--- src/rtl/alu_seq_pkg.sv ---
// Shared types and constants for the ALU command sequencer: FSM states,
// ALU opcodes, status byte bit positions and the command frame length.
package alu_seq_pkg;

    typedef enum logic [1:0] {
        LOAD     = 2'd0,
        WAIT     = 2'd1,
        SEND_RES = 2'd2,
        SEND_STS = 2'd3
    } seqState_t;

    typedef enum logic [3:0] {
        OP_ADD  = 4'd0,
        OP_SUB  = 4'd1,
        OP_AND  = 4'd2,
        OP_OR   = 4'd3,
        OP_XOR  = 4'd4,
        OP_NOTA = 4'd5,
        OP_SHL  = 4'd6,
        OP_SHR  = 4'd7
    } aluOp_t;

    localparam logic [3:0] OP_LEGAL_MAX = 4'd7;

    localparam int ST_Z   = 0;
    localparam int ST_C   = 1;
    localparam int ST_N   = 2;
    localparam int ST_V   = 3;
    localparam int ST_TMO = 4;
    localparam int ST_ILL = 5;
    localparam int ST_OVR = 6;

    localparam int FRAME_NIBBLES = 5;

    // Opcodes above OP_LEGAL_MAX are rejected without involving the ALU.
    function automatic logic isLegalOp(input logic [3:0] op);
        return (op <= OP_LEGAL_MAX);
    endfunction

endpackage

--- src/rtl/alu_cmd_sequencer_if.sv ---
// Bundle of the pin-side nibble bus, the ALU req/ack port and the
// valid/ready result port. master = sequencer side, slave = environment.
interface alu_cmd_sequencer_if;

    logic [3:0] nib_in;
    logic       nib_valid;
    logic       busy;
    logic [3:0] alu_op;
    logic [7:0] alu_a;
    logic [7:0] alu_b;
    logic       alu_req;
    logic       alu_ack;
    logic [7:0] alu_result;
    logic [3:0] alu_flags;
    logic [7:0] out_data;
    logic       out_valid;
    logic       out_ready;

    modport master (
        input  nib_in, nib_valid, alu_ack, alu_result, alu_flags, out_ready,
        output busy, alu_op, alu_a, alu_b, alu_req, out_data, out_valid
    );

    modport slave (
        output nib_in, nib_valid, alu_ack, alu_result, alu_flags, out_ready,
        input  busy, alu_op, alu_a, alu_b, alu_req, out_data, out_valid
    );

endinterface

--- src/rtl/alu_seq_frame_asm.sv ---
// Frame assembler: collects five nibbles into opcode, A and B registers.
// The counter wraps on the last nibble so the next frame starts cleanly;
// i_clear forces it back to nibble 0 when a frame is fully retired.
module alu_seq_frame_asm
    import alu_seq_pkg::*;
(
    input  logic       clk,
    input  logic       rst,
    input  logic       i_clear,
    input  logic       i_nibValid,
    input  logic [3:0] i_nib,
    output logic [3:0] o_op,
    output logic [7:0] o_a,
    output logic [7:0] o_b,
    output logic       o_frameDone
);

    localparam logic [2:0] LAST_IDX = 3'(FRAME_NIBBLES - 1);

    logic [2:0] r_nibCnt;
    logic [3:0] r_op;
    logic [7:0] r_a;
    logic [7:0] r_b;

    assign o_frameDone = i_nibValid && (r_nibCnt == LAST_IDX);
    assign o_op        = r_op;
    assign o_a         = r_a;
    assign o_b         = r_b;

    // Steer each accepted nibble into its field and advance the position.
    always_ff @(posedge clk) begin
        if (rst) begin
            r_nibCnt <= 3'd0;
            r_op     <= 4'd0;
            r_a      <= 8'd0;
            r_b      <= 8'd0;
        end else if (i_clear) begin
            r_nibCnt <= 3'd0;
        end else if (i_nibValid) begin
            case (r_nibCnt)
                3'd0:    r_op     <= i_nib;
                3'd1:    r_a[7:4] <= i_nib;
                3'd2:    r_a[3:0] <= i_nib;
                3'd3:    r_b[7:4] <= i_nib;
                default: r_b[3:0] <= i_nib;
            endcase
            r_nibCnt <= o_frameDone ? 3'd0 : (r_nibCnt + 3'd1);
        end
    end

endmodule

--- src/rtl/alu_cmd_sequencer.sv ---
// ALU command sequencer: turns a 5-nibble command frame into a full 8-bit
// ALU request, waits for the ALU with a timeout, then returns a result
// byte followed by a status byte over a valid/ready port.
module alu_cmd_sequencer
    import alu_seq_pkg::*;
#(
    parameter int TIMEOUT_CYCLES = 15,
    parameter int CNT_W          = 8
) (
    input  logic                 clk,
    input  logic                 rst,
    alu_cmd_sequencer_if.master  bus
);

    localparam logic [CNT_W-1:0] TMO_LAST = CNT_W'(TIMEOUT_CYCLES - 1);

    seqState_t        r_state;
    logic [CNT_W-1:0] r_tmoCnt;
    logic [3:0]       r_flags;
    logic             r_timeout;
    logic             r_illegal;
    logic             r_overrun;
    logic             r_aluReq;
    logic             r_outValid;
    logic [7:0]       r_outData;
    logic             r_busy;

    logic             w_nibAccept;
    logic             w_newOvr;
    logic             w_accept;
    logic             w_clear;
    logic             w_frameDone;
    logic [3:0]       w_op;
    logic [7:0]       w_a;
    logic [7:0]       w_b;
    logic [7:0]       w_status;

    assign w_nibAccept = bus.nib_valid && (r_state == LOAD);
    assign w_newOvr    = bus.nib_valid && (r_state != LOAD);
    assign w_accept    = r_outValid && bus.out_ready;
    assign w_clear     = (r_state == SEND_STS) && w_accept;

    // A nibble dropped in the very cycle the status byte is latched is
    // still reported in that byte.
    always_comb begin
        w_status         = 8'h00;
        w_status[ST_V:ST_Z] = r_flags;
        w_status[ST_TMO] = r_timeout;
        w_status[ST_ILL] = r_illegal;
        w_status[ST_OVR] = r_overrun || w_newOvr;
    end

    alu_seq_frame_asm u_frameAsm (
        .clk         (clk),
        .rst         (rst),
        .i_clear     (w_clear),
        .i_nibValid  (w_nibAccept),
        .i_nib       (bus.nib_in),
        .o_op        (w_op),
        .o_a         (w_a),
        .o_b         (w_b),
        .o_frameDone (w_frameDone)
    );

    // Main sequencer: request, timeout, result/status delivery and the
    // sticky overrun flag, with all handshake outputs registered.
    always_ff @(posedge clk) begin
        if (rst) begin
            r_state    <= LOAD;
            r_tmoCnt   <= '0;
            r_flags    <= 4'd0;
            r_timeout  <= 1'b0;
            r_illegal  <= 1'b0;
            r_overrun  <= 1'b0;
            r_aluReq   <= 1'b0;
            r_outValid <= 1'b0;
            r_outData  <= 8'h00;
            r_busy     <= 1'b0;
        end else begin
            if (w_clear) begin
                r_overrun <= w_newOvr;
            end else if (w_newOvr) begin
                r_overrun <= 1'b1;
            end

            case (r_state)
                LOAD: begin
                    if (w_frameDone) begin
                        r_busy <= 1'b1;
                        if (isLegalOp(w_op)) begin
                            r_state  <= WAIT;
                            r_aluReq <= 1'b1;
                            r_tmoCnt <= '0;
                        end else begin
                            r_state    <= SEND_RES;
                            r_flags    <= 4'd0;
                            r_illegal  <= 1'b1;
                            r_outValid <= 1'b1;
                            r_outData  <= 8'h00;
                        end
                    end
                end
                WAIT: begin
                    if (bus.alu_ack) begin
                        r_state    <= SEND_RES;
                        r_flags    <= bus.alu_flags;
                        r_aluReq   <= 1'b0;
                        r_outValid <= 1'b1;
                        r_outData  <= bus.alu_result;
                    end else if (r_tmoCnt == TMO_LAST) begin
                        r_state    <= SEND_RES;
                        r_flags    <= 4'd0;
                        r_timeout  <= 1'b1;
                        r_aluReq   <= 1'b0;
                        r_outValid <= 1'b1;
                        r_outData  <= 8'hFF;
                    end else begin
                        r_tmoCnt <= r_tmoCnt + 1'b1;
                    end
                end
                SEND_RES: begin
                    if (w_accept) begin
                        r_state   <= SEND_STS;
                        r_outData <= w_status;
                    end
                end
                SEND_STS: begin
                    if (w_accept) begin
                        r_state    <= LOAD;
                        r_outValid <= 1'b0;
                        r_outData  <= 8'h00;
                        r_busy     <= 1'b0;
                        r_timeout  <= 1'b0;
                        r_illegal  <= 1'b0;
                    end
                end
                default: begin
                    r_state <= LOAD;
                end
            endcase
        end
    end

    assign bus.busy      = r_busy;
    assign bus.alu_op    = w_op;
    assign bus.alu_a     = w_a;
    assign bus.alu_b     = w_b;
    assign bus.alu_req   = r_aluReq;
    assign bus.out_data  = r_outData;
    assign bus.out_valid = r_outValid;

endmodule

--- src/flat_wrapper.sv ---
// flat-port wrapper written by rule: the top's interface ports become plain ports
module alu_cmd_sequencer_flat import alu_seq_pkg::*;
#(
    parameter int TIMEOUT_CYCLES = 15,
    parameter int CNT_W          = 8
)
  (clk, rst, bus_nib_in, bus_nib_valid, bus_alu_ack, bus_alu_result, bus_alu_flags, bus_out_ready, bus_busy, bus_alu_op, bus_alu_a, bus_alu_b, bus_alu_req, bus_out_data, bus_out_valid);
  alu_cmd_sequencer_if bus_i ();
  input  logic clk;
  input  logic rst;
  input wire logic [$bits(bus_i.nib_in)-1:0] bus_nib_in;
  input wire logic [$bits(bus_i.nib_valid)-1:0] bus_nib_valid;
  input wire logic [$bits(bus_i.alu_ack)-1:0] bus_alu_ack;
  input wire logic [$bits(bus_i.alu_result)-1:0] bus_alu_result;
  input wire logic [$bits(bus_i.alu_flags)-1:0] bus_alu_flags;
  input wire logic [$bits(bus_i.out_ready)-1:0] bus_out_ready;
  output wire logic [$bits(bus_i.busy)-1:0] bus_busy;
  output wire logic [$bits(bus_i.alu_op)-1:0] bus_alu_op;
  output wire logic [$bits(bus_i.alu_a)-1:0] bus_alu_a;
  output wire logic [$bits(bus_i.alu_b)-1:0] bus_alu_b;
  output wire logic [$bits(bus_i.alu_req)-1:0] bus_alu_req;
  output wire logic [$bits(bus_i.out_data)-1:0] bus_out_data;
  output wire logic [$bits(bus_i.out_valid)-1:0] bus_out_valid;
  assign bus_i.nib_in = bus_nib_in;
  assign bus_i.nib_valid = bus_nib_valid;
  assign bus_i.alu_ack = bus_alu_ack;
  assign bus_i.alu_result = bus_alu_result;
  assign bus_i.alu_flags = bus_alu_flags;
  assign bus_i.out_ready = bus_out_ready;
  assign bus_busy = bus_i.busy;
  assign bus_alu_op = bus_i.alu_op;
  assign bus_alu_a = bus_i.alu_a;
  assign bus_alu_b = bus_i.alu_b;
  assign bus_alu_req = bus_i.alu_req;
  assign bus_out_data = bus_i.out_data;
  assign bus_out_valid = bus_i.out_valid;
  alu_cmd_sequencer #(.TIMEOUT_CYCLES(TIMEOUT_CYCLES), .CNT_W(CNT_W)) u_core (.clk(clk), .rst(rst), .bus(bus_i));
endmodule
--- config.mk ---
export PLATFORM = sky130hd
export DESIGN_NAME = alu_cmd_sequencer_flat
export DESIGN_NICKNAME = d
export VERILOG_FILES = /design/src/rtl/alu_seq_pkg.sv /design/src/rtl/alu_cmd_sequencer_if.sv /design/src/rtl/alu_seq_frame_asm.sv /design/src/rtl/alu_cmd_sequencer.sv /design/src/flat_wrapper.sv
export SDC_FILE = /design/constraint.sdc
export NUM_CORES = 1
export LEC_CHECK = 0
export BUFFER_PORTS_ARGS = -buffer_cell sky130_fd_sc_hd__buf_2
export CORE_MARGIN = 2
export CORE_UTILIZATION = 45
export DETAILED_ROUTE_END_ITERATION = 8
export PLACE_DENSITY = 0.76
export SLEW_MARGIN = 20
export SYNTH_ARGS = -nofsm -noshare
export SYNTH_HDL_FRONTEND = slang
export SYNTH_SLANG_ARGS = --single-unit
--- constraint.sdc ---
create_clock -name clk -period 2.7 [get_ports clk]
set_input_delay 0.675 -clock clk [delete_from_list [all_inputs] [get_ports clk]]
set_output_delay 0.675 -clock clk [all_outputs]
set_load 0.02 [all_outputs]
==> reports/qor.csv, run 1 <==
stage;metric;value;unit
timing;RSZ-0062 raised after global routing;no;
timing;Hold Fails Final Rpt;0;
logic_synthesis;synthesized area per cell;8.71;um^2
clock_network;setup bufs post-CTS;0;
placed_design;dpl ws;0.537;ns
worst_setup_path;CP bufs+invs;0;
timing;f_max;0.454;GHz
worst_setup_path;r2r setup slk;0.50;ns
clock_network;Clock Path Buffers;2;
clock_network;clock tree sinks;51;
worst_setup_path;max incr delay on CP;0.59;ns
clock_network;post-cts repair resize count;0;
worst_setup_path;CP startpoint;u_core.r_tmoCnt[1];
logic_synthesis;register bit total from synthesis;51;
logic_synthesis;ranking of synthesized cells by area;dfxtp_1 39%, mux2i_1 8.5%, ha_1 5.8%;
logic_synthesis;ys flop type;dfxtp_1;
global_routing;total congestion overflow;0;
timing;clk_skew;0.00970;ns
placed_design;placer congestion estimate;0.815;
clock_network;CTS tree;yes;
global_routing;number of global-route vias before repair;2158;
floorplan;row count;27;
clock_network;number of hold buffers added after CTS;0;
route;vias per cell;5.73;
timing;Least-Margin Pin Slew;0.608;ns
power;NetSw;0.000745;W
final_layout;Nets;374;
final_layout;fin cells;414;
route;DRT iter0 DRCs;217;
floorplan;I/O pins;52;
final_layout;Area Overhead vs Synth;16.1;%
route;Initial DRT Pass Iterations;4;
outcome;status;completed;
clock_network;clock buffer count from CTS;5;
worst_setup_path;Startpoint Class;flop;
power;pwr dens;708;nW/um^2
logic_synthesis;Synth area leader;dfxtp_1;
global_routing;largest net degree at the start of global routing;35;
placed_design;Detail Placement HPWL;4340;um
worst_setup_path;R2R Path End;u_core.bus.out_data[7];
clock_network;clock-pin slew on the worst setup and hold paths;0.10;ns
placed_design;placed cell count;406;
worst_setup_path;largest fanout on the critical path;12;
worst_setup_path;Critical Path Slowest Stage Cell;or4b_1;
worst_setup_path;crit-path cells;ha_1 > or4b_1 > o31a_1 > or3_1 > a21oi_1;
final_layout;sequential standard cell area;1020;um^2
power;Switching Fraction;0.349;
power;Leakage;1.34;nW
clock_network;Worst-Skew Late Latency;0.31;ns
worst_setup_path;WP depth;5;
final_layout;FILL cells;514;
worst_setup_path;Worst EP required;2.94;ns
timing;final setup vio count;0;
final_layout;commonest non-fill, non-tap cells in the layout;51 x buf_2, 51 x dfxtp_1, 28 x nor2_1, 27 x a21oi_1, 22 x mux2i_1;
timing;slew margin rel.;0.594;
final_layout;antenna cells;0;
worst_setup_path;RR Startpoint;u_core.r_tmoCnt[1];
placed_design;PortBufs;51;
worst_setup_path;Worst setup endpoint;u_core.bus.out_data[7];
final_layout;layout cell share with drive strength beyond 1;0.202;
logic_synthesis;sequential fraction of the synthesis area;0.393;
worst_setup_path;worst r2r path cells;5;
route;Vias;2373;
hold_path;min-delay worst type;flop to flop;
floorplan;chip width;79.9;um
floorplan;Die ar.;6390;um^2
clock_network;htree depth;2;
timing;crit share post-route;0.815;
power;Seq pwr share;0.405;
logic_synthesis;post-synth cell types;48;
logic_synthesis;Post-synth EDFFs;0;
route;final wirelength;6070;um
logic_synthesis;asr flop ratio synth;0;
global_routing;antenna violations before repair;0;
logic_synthesis;YS warnings;0;
timing;Setup TNS Final;0;ns
logic_synthesis;Post-Synthesis Net Count;331;
global_routing;first-pass GRT wire length;9740;um
floorplan;height of the die;79.9;um
power;internal power;0.00139;W
clock_network;Clock Root Buffer;clkbuf_8;
logic_synthesis;top-area cell type share of the netlist area;0.393;
worst_setup_path;CP Capture Type;flop;
power;Max VDD drop;0.000401;V
logic_synthesis;Cells after Synth;298;
logic_synthesis;Synth Cell Area;2590;um^2
worst_setup_path;critical path arrival;2.44;ns
flow_run;total of max-cap violations;0;
power;clock network power share;0.260;
timing;fin crit period;2.20;ns
floorplan;Initial Util;0.468;
route;Residual DRC;0;
timing;worst setup margin;0.499;ns
worst_setup_path;critical path class;flop to flop;
final_layout;area occupied by multi-input gates;1450;um^2
floorplan;core area;5540;um^2
route;routed wire length per instance;14.7;um
global_routing;gr usage total;0.194;
worst_setup_path;CP delay by family, top;simple AND/OR/NAND/NOR gates;
timing;fin. max-slew vios;0;
route;Antenna Violating Nets Remaining;0;
power;combinational share of power;0.335;
## worst min path at each step
stage / start / to / cells past startpoint
final: u_core.bus.out_data[7] / u_core.bus.out_data[7] / 2
after global routing: u_core.bus.out_data[7] / u_core.bus.out_data[7] / 2
after CTS: u_core.bus.out_data[7] / u_core.bus.out_data[7] / 2
after detailed placement: u_core.bus.out_data[7] / u_core.bus.out_data[7] / 2
after global placement: u_core.bus.out_data[7] / u_core.bus.out_data[7] / 2
after floorplan: u_core.r_timeout / u_core.r_timeout / 1
## cell usage after synthesis (all sizes together) (5+ instances only)
master   n
inv     12
a21oi   27
a211oi   5
o21ai   19
ha      12
buf      6
nand2    7
nand4   12
a22o     8
nor2    28
nor3     8
nand3    8
nand2b  16
or3      6
dfxtp   51
mux2i   22
clkbuf  14
## metal layers
layer | track usage | part of all wire | up-vias | wire (um)
li1 | - | - | 1166 | -
met1 | 0.252 | 0.45 | 1116 | 2750
met2 | 0.312 | 0.46 | 84 | 2780
met3 | 0.0475 | 0.077 | 7 | 465
met4 | 0.0729 | 0.014 | 0 | 82
met5 | 0 | 0 | - | 0
## worst reg2reg max path, cell delays in order, from the launching register on
cell and delay [ns]:
dfxtp_1 0.41, ha_1 0.16, or4b_1 0.59, o31a_1 0.42, or3_1 0.41, a21oi_1 0.13
## sequential cells by signal, indices dropped and copies added, names as in the netlist
register	cells
u_core.u_frameAsm.o_op	4
u_core.r_timeout	1
u_core.r_illegal	1
u_core.u_frameAsm.o_a	8
u_core.bus.out_data	8
u_core.bus.out_valid	1
u_core.bus.busy	1
u_core.u_frameAsm.r_nibCnt	3
u_core.u_frameAsm.o_b	8
u_core.r_state	2
u_core.r_tmoCnt	8
u_core.bus.alu_req	1
u_core.r_overrun	1
u_core.r_flags	4
## through the flow
stage | utilization | instance area, um^2 | power [W] | hold WS [ns]
after floorplan | - | 2590 | 0.00140 | 0.450
final | 0.544 | 3010 | 0.00213 | 0.479
after CTS | 0.544 | 3010 | 0.00214 | 0.478
after detailed placement | 0.523 | 2900 | 0.00159 | 0.465
after global routing | 0.544 | 3010 | 0.00227 | 0.501
after global placement | 0.523 | 2900 | 0.00157 | 0.459
## power by group through the flow
stage / Sequential, W / Combinational (W) / Clock (W)
finish: 0.000863 / 0.000715 / 0.000555
global route: 0.000873 / 0.000794 / 0.000600
CTS: 0.000863 / 0.000710 / 0.000569
detailed placement: 0.000880 / 0.000706 / 0
global placement: 0.000877 / 0.000692 / 0
floorplan: 0.000913 / 0.000485 / 0
## final cells by class
type | instances | area share
clock inverter | 2 | 0.0116
inverter | 12 | 0.0150
tap | 72 | 0.0299
multi-input combinational | 215 | 0.480
clock buffer | 6 | 0.0274
sequential | 51 | 0.339
timing repair buffer | 56 | 0.0972
## cell families (layout without fill, tap and decap cells)
kind of cell	count (synthesis)	after routing	synth area share
compound gates	83	83	0.214
fa+ha+maj	12	12	0.0579
buf+inv	32	76	0.0492
simple gates	98	98	0.201
mux	22	22	0.0849
flops	51	51	0.393
Note: power is estimated with default switching activity, not from simulation.
==> run 2: changes to the inputs <==
--- a/config.mk
+++ b/config.mk
@@ -5,11 +5,12 @@
 export SDC_FILE = /design/constraint.sdc
 export NUM_CORES = 1
 export LEC_CHECK = 0
+export ABC_AREA = 1
 export BUFFER_PORTS_ARGS = -buffer_cell sky130_fd_sc_hd__buf_2
 export CORE_MARGIN = 2
 export CORE_UTILIZATION = 45
 export DETAILED_ROUTE_END_ITERATION = 8
-export PLACE_DENSITY = 0.76
+export PLACE_DENSITY = 0.79
 export SLEW_MARGIN = 20
 export SYNTH_ARGS = -nofsm -noshare
 export SYNTH_HDL_FRONTEND = slang
==> constraint.sdc (replaced) <==
create_clock -name clk -period 1.8 [get_ports clk]
set_input_delay 0.45 -clock clk [delete_from_list [all_inputs] [get_ports clk]]
set_output_delay 0.45 -clock clk [all_outputs]
set_load 0.02 [all_outputs]
==> reports/qor.csv, run 2 <==
stage;metric;value;unit;change
outcome;status;completed;;unchanged
worst_setup_path;critical path class;flop to flop;;unchanged
worst_setup_path;Startpoint Class;flop;;unchanged
worst_setup_path;crit-path cells;inv_1 > ha_4 > nand2_1 > nand3_1 > nor2_4 > nand2_2 > o21ai_0 > nor2_1;;was ha_1 > or4b_1 > o31a_1 > or3_1 > a21oi_1
final_layout;antenna cells;0;;unchanged
logic_synthesis;post-synthesis mux area share;0;;was 0.0849
global_routing;largest net degree at the start of global routing;27;;was 35
power;Leakage;1.57;nW;was 1.34 nW
final_layout;Nets;520;;was 374
route;Residual DRC;0;;unchanged
timing;f_max;0.586;GHz;was 0.454 GHz
route;vias per cell;4.99;;was 5.73
worst_setup_path;Worst EP required;2.01;ns;was 2.94 ns
hold_path;Hold Path Stages;3;;was 2
global_routing;first-pass GRT wire length;10800;um;was 9740 um
logic_synthesis;Synth Cell Area;2750;um^2;was 2590 um^2
worst_setup_path;r2r setup slk;0.09;ns;was 0.50 ns
flow_run;total of max-cap violations;0;;unchanged
final_layout;layout cell share with drive strength beyond 1;0.191;;was 0.202
logic_synthesis;Post-synth EDFFs;0;;unchanged
hold_path;Hold EP;u_core.u_frameAsm.o_a[1];;was u_core.bus.out_data[7]
worst_setup_path;CP bufs+invs;1;;was 0
logic_synthesis;Synth area leader;dfxtp_1;;unchanged
route;wire length on met2;3060;um;was 2780 um
final_layout;leading cell type in the layout, fill and taps excluded;nand2_1;;
final_layout;commonest non-fill, non-tap cells in the layout;125 x nand2_1, 54 x inv_1, 54 x nor2_1, 51 x buf_2, 51 x dfxtp_1;;was 51 x buf_2, 51 x dfxtp_1, 28 x nor2_1, 27 x a21oi_1, 22 x mux2i_1
route;met3 routed WL;359;um;was 465 um
hold_path;min-delay worst type;primary input to flop;;was flop to flop
floorplan;I/O pins;52;;unchanged
power;pwr dens;1020;nW/um^2;was 708 nW/um^2
logic_synthesis;asr flop ratio synth;0;;unchanged
clock_network;clock-pin slew on the worst setup and hold paths;0.10;ns;about the same
logic_synthesis;register bit total from synthesis;51;;unchanged
final_layout;cell area after layout;3330;um^2;was 3010 um^2
timing;Setup TNS Final;0;ns;unchanged
worst_setup_path;CP Capture Type;flop;;unchanged
timing;clk_skew;0.0141;ns;was 0.00970 ns
worst_setup_path;CP delay by family, top;simple AND/OR/NAND/NOR gates;;unchanged
clock_network;clock buffer count from CTS;5;;unchanged
logic_synthesis;Post-Synthesis Net Count;452;;was 331
worst_setup_path;RR Startpoint;u_core.r_state[0];;was u_core.r_tmoCnt[1]
floorplan;height of the die;82.2;um;was 79.9 um
logic_synthesis;top-area cell type share of the netlist area;0.371;;was 0.393
logic_synthesis;Post-Synth XOR/XNOR Area;0;;unchanged
clock_network;clock tree sinks;51;;unchanged
power;Max VDD drop;0.000502;V;was 0.000401 V
worst_setup_path;largest fanout on the critical path;10;;was 12
timing;fin. max-slew vios;0;;unchanged
worst_setup_path;R2R Path End;u_core.r_tmoCnt[0];;was u_core.bus.out_data[7]
timing;slew margin rel.;0.760;;was 0.594
route;Initial DRT Pass Iterations;4;;unchanged
logic_synthesis;Commonest cells post-synth;125 x nand2_1, 55 x inv_1, 55 x nor2_1, 51 x dfxtp_1, 36 x nand3_1;;was 51 x dfxtp_1, 28 x nor2_1, 27 x a21oi_1, 22 x mux2i_1, 18 x o21ai_0
placed_design;placer congestion estimate;0.822;;was 0.815
placed_design;PortBufs;51;;unchanged
logic_synthesis;ys flop type;dfxtp_1;;unchanged
route;DRT iter0 DRCs;174;;was 217
placed_design;Detail Placement HPWL;4850;um;was 4340 um
logic_synthesis;adder-cell share of the synthesized area;0.0546;;was 0.0579
clock_network;number of hold buffers added after CTS;0;;unchanged
worst_setup_path;WP depth;8;;was 5
timing;RSZ-0062 raised after global routing;no;;unchanged
logic_synthesis;complex-gate fraction of the synthesized area;0.0937;;was 0.214
logic_synthesis;post-synth cell types;30;;was 48
power;Pwr Total;0.00340;W;was 0.00213 W
global_routing;gr usage total;0.203;;was 0.194
route;Metal-1 WL;3020;um;was 2750 um
clock_network;CTS tree;yes;;unchanged
worst_setup_path;critical path arrival;1.92;ns;was 2.44 ns
clock_network;Clock Root Buffer;clkbuf_8;;unchanged
route;final wirelength;6590;um;was 6070 um
logic_synthesis;ranking of synthesized cells by area;dfxtp_1 37%, nand2_1 17%, inv_1 7.5%;;was dfxtp_1 39%, mux2i_1 8.5%, ha_1 5.8%
final_layout;Post-Route Utilization;0.562;;was 0.544
timing;fin crit period;1.71;ns;was 2.20 ns
final_layout;fin cells;563;;was 414
timing;final setup vio count;0;;unchanged
floorplan;chip width;82.2;um;was 79.9 um
global_routing;total congestion overflow;0;;unchanged
logic_synthesis;most common cell in the netlist;nand2_1;;was dfxtp_1
floorplan;Initial Util;0.464;;was 0.468
logic_synthesis;YS warnings;0;;unchanged
global_routing;antenna violations before repair;0;;unchanged
worst_setup_path;Critical Path Slowest Stage Cell;dfxtp_1;;was or4b_1
global_routing;number of global-route vias before repair;2548;;was 2158
timing;Least-Margin Pin Slew;0.359;ns;was 0.608 ns
floorplan;core area;5920;um^2;was 5540 um^2
clock_network;Clock Path Buffers;2;;unchanged
placed_design;placed cell count;552;;was 406
worst_setup_path;max incr delay on CP;0.44;ns;was 0.59 ns
clock_network;htree depth;2;;unchanged
route;Vias;2808;;was 2373
route;DR top layer;met4;;unchanged
clock_network;Worst-Skew Late Latency;0.32;ns;was 0.31 ns
worst_setup_path;worst r2r path cells;8;;was 5
route;Antenna Violating Nets Remaining;0;;unchanged
logic_synthesis;largest family of logic cells by synthesized area;simple AND/OR/NAND/NOR gates;;was compound AO/OA/AOI/OAI gates
timing;Hold Fails Final Rpt;0;;unchanged
floorplan;Die ar.;6750;um^2;was 6390 um^2
floorplan;row count;28;;was 27
timing;crit share post-route;0.948;;was 0.815
placed_design;placed instance area;3170;um^2;was 2900 um^2
logic_synthesis;Synth Area in Simple Gates;0.374;;was 0.201
logic_synthesis;synthesized area per cell;6.56;um^2;was 8.71 um^2
route;routed wire length per instance;11.7;um;was 14.7 um
final_layout;Area Overhead vs Synth;21.0;%;was 16.1%
logic_synthesis;sequential fraction of the synthesis area;0.371;;was 0.393
hold_path;worst hold path startpoint;bus_nib_in[1];;was u_core.bus.out_data[7]
logic_synthesis;Cells after Synth;419;;was 298
## run 2: cell count changes in the layout (fill, tap and decap cells not counted), moves of 14 or more
cell      delta
nand3_1     +28
nand2b_1    -16
nand2_1    +118
inv_1       +42
buf_4       +14
mux2i_1     -22
nor2_1      +26
## run 2: power by group
part	total, W	switching (W)	internal (W)
logic	0.00135	0.000841	0.000511
registers	0.00133	0.0000809	0.00125
clock network	0.000717	0.000428	0.000289
## run 2: final cells by class
class | instances | area (um^2)
clock buffers | 5 | 68.8
flip-flops and latches | 51 | 1020
inverters | 57 | 214
well taps | 75 | 93.8
multi-input cells | 300 | 1470
repair buffers | 72 | 438
clock inverters | 3 | 27.5
fillers | 544 | 2590
## run 2: repair_timing
item                       CTS  global route
setup endpoints to repair    0            42
resized for setup            0             6
buffers inserted             0             3
## run 2: logic make-up after synthesis
family          after synthesis
flops                        51
compound gates               47
simple gates                241
fa+ha+maj                    12
buf+inv                      68
## run 2: metal layers
| metal | global-route usage | vias up |
|---|---|---|
| li1 | - | 1462 |
| met1 | 0.253 | 1227 |
| met5 | 0 | - |
| met2 | 0.341 | 101 |
| met4 | 0.0800 | 0 |
| met3 | 0.0446 | 18 |
## run 2: worst max path at each step
| stage | from | end |
|---|---|---|
| after floorplan | u_core.r_state[0] | u_core.r_tmoCnt[0] |
| after global placement | u_core.r_state[1] | u_core.r_tmoCnt[0] |
| after detailed placement | u_core.r_state[0] | u_core.u_frameAsm.o_a[3] |
| after CTS | u_core.r_state[1] | u_core.r_tmoCnt[0] |
| after global routing | u_core.r_state[0] | u_core.r_tmoCnt[7] |
| final | u_core.r_state[0] | u_core.r_tmoCnt[0] |
## run 2: tightest hold or removal path, cell delays in order
cell and delay (ns):
buf_2 0.14, nor2_1 0.06, nor2_1 0.08
## run 2: metrics by stage
step,setup slack (ns),hold slack (ns)
after floorplan,0.174,0.439
final,0.0935,0.442
after global placement,0.0436,0.449
after CTS,0.00721,0.435
after global routing,0.0226,0.454
after detailed placement,0.00444,0.453
==> run 3: changes to the inputs <==
--- a/config.mk
+++ b/config.mk
@@ -7,10 +7,12 @@
 export LEC_CHECK = 0
 export ABC_AREA = 1
 export BUFFER_PORTS_ARGS = -buffer_cell sky130_fd_sc_hd__buf_2
+export CELL_PAD_IN_SITES_DETAIL_PLACEMENT = 1
+export CELL_PAD_IN_SITES_GLOBAL_PLACEMENT = 1
 export CORE_MARGIN = 2
-export CORE_UTILIZATION = 45
+export CORE_UTILIZATION = 35
 export DETAILED_ROUTE_END_ITERATION = 8
-export PLACE_DENSITY = 0.79
+export PLACE_DENSITY = 0.85
 export SLEW_MARGIN = 20
 export SYNTH_ARGS = -nofsm -noshare
 export SYNTH_HDL_FRONTEND = slang
==> reports/qor.csv, run 3 (synthesis results as in run 2) <==
stage;metric;value;unit;change
route;Residual DRC;0;;unchanged
clock_network;clock-pin slew on the worst setup and hold paths;0.11;ns;was 0.10 ns
worst_setup_path;crit-path most repeated cell;nand2_1;;
clock_network;Worst-Skew Late Latency;0.33;ns;was 0.32 ns
timing;fin crit period;1.66;ns;was 1.71 ns
global_routing;first-pass GRT wire length;13300;um;was 10800 um
timing;final hold slack;0.429;ns;was 0.442 ns
worst_setup_path;CP delay by family, top;buffers and inverters;;was simple AND/OR/NAND/NOR gates
floorplan;core area;7690;um^2;was 5920 um^2
final_layout;antenna cells;0;;unchanged
final_layout;leading cell type in the layout, fill and taps excluded;nand2_1;;unchanged
final_layout;commonest non-fill, non-tap cells in the layout;125 x nand2_1, 55 x inv_1, 55 x nor2_1, 51 x buf_2, 49 x dfxtp_1;;was 125 x nand2_1, 54 x inv_1, 54 x nor2_1, 51 x buf_2, 51 x dfxtp_1
floorplan;chip width;92.6;um;was 82.2 um
placed_design;placer congestion estimate;0.867;;was 0.822
worst_setup_path;largest fanout on the critical path;9;;was 10
final_layout;area occupied by multi-input gates;1470;um^2;about the same
placed_design;dpl ws;-0.0145;ns;was 0.00444 ns
worst_setup_path;critical path class;flop to flop;;unchanged
worst_setup_path;Worst EP required;2.05;ns;was 2.01 ns
route;final wirelength;7860;um;was 6590 um
clock_network;htree depth;2;;unchanged
global_routing;number of global-route vias before repair;2938;;was 2548
route;Antenna Violating Nets Remaining;0;;unchanged
clock_network;CTS tree;yes;;unchanged
timing;clk_skew;0.0146;ns;was 0.0141 ns
floorplan;Initial Util;0.358;;was 0.464
power;Leakage;1.58;nW;was 1.57 nW
worst_setup_path;critical path arrival;1.91;ns;was 1.92 ns
timing;final setup vio count;0;;unchanged
timing;worst setup margin;0.140;ns;was 0.0935 ns
route;routed wire length per instance;13.3;um;was 11.7 um
hold_path;min-delay worst type;primary input to flop;;unchanged
route;Initial DRT Pass Iterations;4;;unchanged
final_layout;sequential standard cell area;1020;um^2;about the same
worst_setup_path;crit-path cells;inv_1 > ha_4 > nand2_1 > o21bai_4 > buf_12 > buf_4 > nand2_1 > nand2_1 > a21oi_1;;was inv_1 > ha_4 > nand2_1 > nand3_1 > nor2_4 > nand2_2 > o21ai_0 > nor2_1
power;pwr dens;1030;nW/um^2;was 1020 nW/um^2
timing;fin. max-slew vios;0;;unchanged
timing;Hold Fails Final Rpt;0;;unchanged
worst_setup_path;CP bufs+invs;3;;was 1
clock_network;number of hold buffers added after CTS;0;;unchanged
worst_setup_path;CP Capture Type;flop;;unchanged
placed_design;PortBufs;51;;unchanged
timing;f_max;0.602;GHz;was 0.586 GHz
timing;crit share post-route;0.922;;was 0.948
worst_setup_path;Critical Path Slowest Stage Cell;dfxtp_2;;was dfxtp_1
flow_run;total of max-cap violations;0;;unchanged
final_layout;layout cell share with drive strength beyond 1;0.192;;was 0.191
final_layout;Area Overhead vs Synth;22.8;%;was 21.0%
placed_design;Detail Placement HPWL;5890;um;was 4850 um
timing;slew margin rel.;0.748;;was 0.760
floorplan;I/O pins;52;;unchanged
floorplan;height of the die;92.6;um;was 82.2 um
worst_setup_path;max incr delay on CP;0.35;ns;was 0.44 ns
timing;Least-Margin Pin Slew;0.377;ns;was 0.359 ns
final_layout;Nets;521;;was 520
floorplan;row count;32;;was 28
clock_network;Clock Root Buffer;clkbuf_8;;unchanged
global_routing;antenna violations before repair;0;;unchanged
final_layout;FILL cells;1055;;was 544
clock_network;clock tree sinks;51;;unchanged
global_routing;largest net degree at the start of global routing;27;;unchanged
clock_network;clock buffer count from CTS;5;;unchanged
outcome;status;completed;;unchanged
route;vias per cell;4.89;;was 4.99
global_routing;total congestion overflow;0;;unchanged
route;Vias;2890;;was 2808
route;DRT iter0 DRCs;83;;was 174
global_routing;gr usage total;0.190;;was 0.203
power;Max VDD drop;0.000417;V;was 0.000502 V
clock_network;Clock Path Buffers;2;;unchanged
worst_setup_path;Startpoint Class;flop;;unchanged
floorplan;Die ar.;8580;um^2;was 6750 um^2
run 3: metal layers:
layer / up-vias / routed length [um] / track usage
li1: 1458 / - / -
met1: 1351 / 3420 / 0.235
met2: 65 / 3900 / 0.335
met3: 16 / 405 / 0.0358
met4: 0 / 138 / 0.0564
met5: - / 0 / 0
run 3: area by class of cell:
| type | instances | share of cell area |
|---|---|---|
| Multi-Input combinational cell | 300 | 0.435 |
| Sequential cell | 51 | 0.303 |
| Timing Repair Buffer | 73 | 0.132 |
| Inverter | 57 | 0.0633 |
| Tap cell | 102 | 0.0378 |
| Clock buffer | 5 | 0.0204 |
| Clock inverter | 3 | 0.00852 |
run 3: stage by stage:
step | TNS [ns] | instance area, um^2 | util | instances | total power [W]
2_1_floorplan | 0 | 2750 | - | 419 | 0.00224
3_3_place_gp | 0 | 3210 | 0.418 | 580 | 0.00261
3_5_place_dp | -0.0145 | 3210 | 0.418 | 580 | 0.00266
4_1_cts | 0 | 3310 | 0.431 | 588 | 0.00340
5_1_grt | -0.000277 | 3380 | 0.439 | 591 | 0.00372
6_report | 0 | 3380 | 0.439 | 591 | 0.00348
run 3: final timing paths:
check,startpoint,endpoint,slack (ns),cells past startpoint
max,u_core.r_state[1],u_core.r_state[1],0.14,9
min,bus_nib_in[0],u_core.u_frameAsm.o_a[0],0.43,3
max reg2reg,u_core.r_state[1],u_core.r_state[1],0.14,9
min reg2reg,u_core.bus.busy,u_core.bus.busy,0.47,2
run 3: tightest hold or removal path: cells and delay by family:
family | cells | cell delay (ns)
buffers and inverters | 1 | 0.14
AND/OR/NAND/NOR | 2 | 0.14
run 3: timing repair:
item,in CTS,in global routing
pin swaps,0,1
endpoints found under the setup margin,4,27
gates resized for setup,1,6
setup buffers,0,3
run 3: power breakdown:
group          switching [W]  internal, W
logic               0.000893     0.000512
registers          0.0000805      0.00125
clock network       0.000449     0.000289
total                0.00142      0.00205
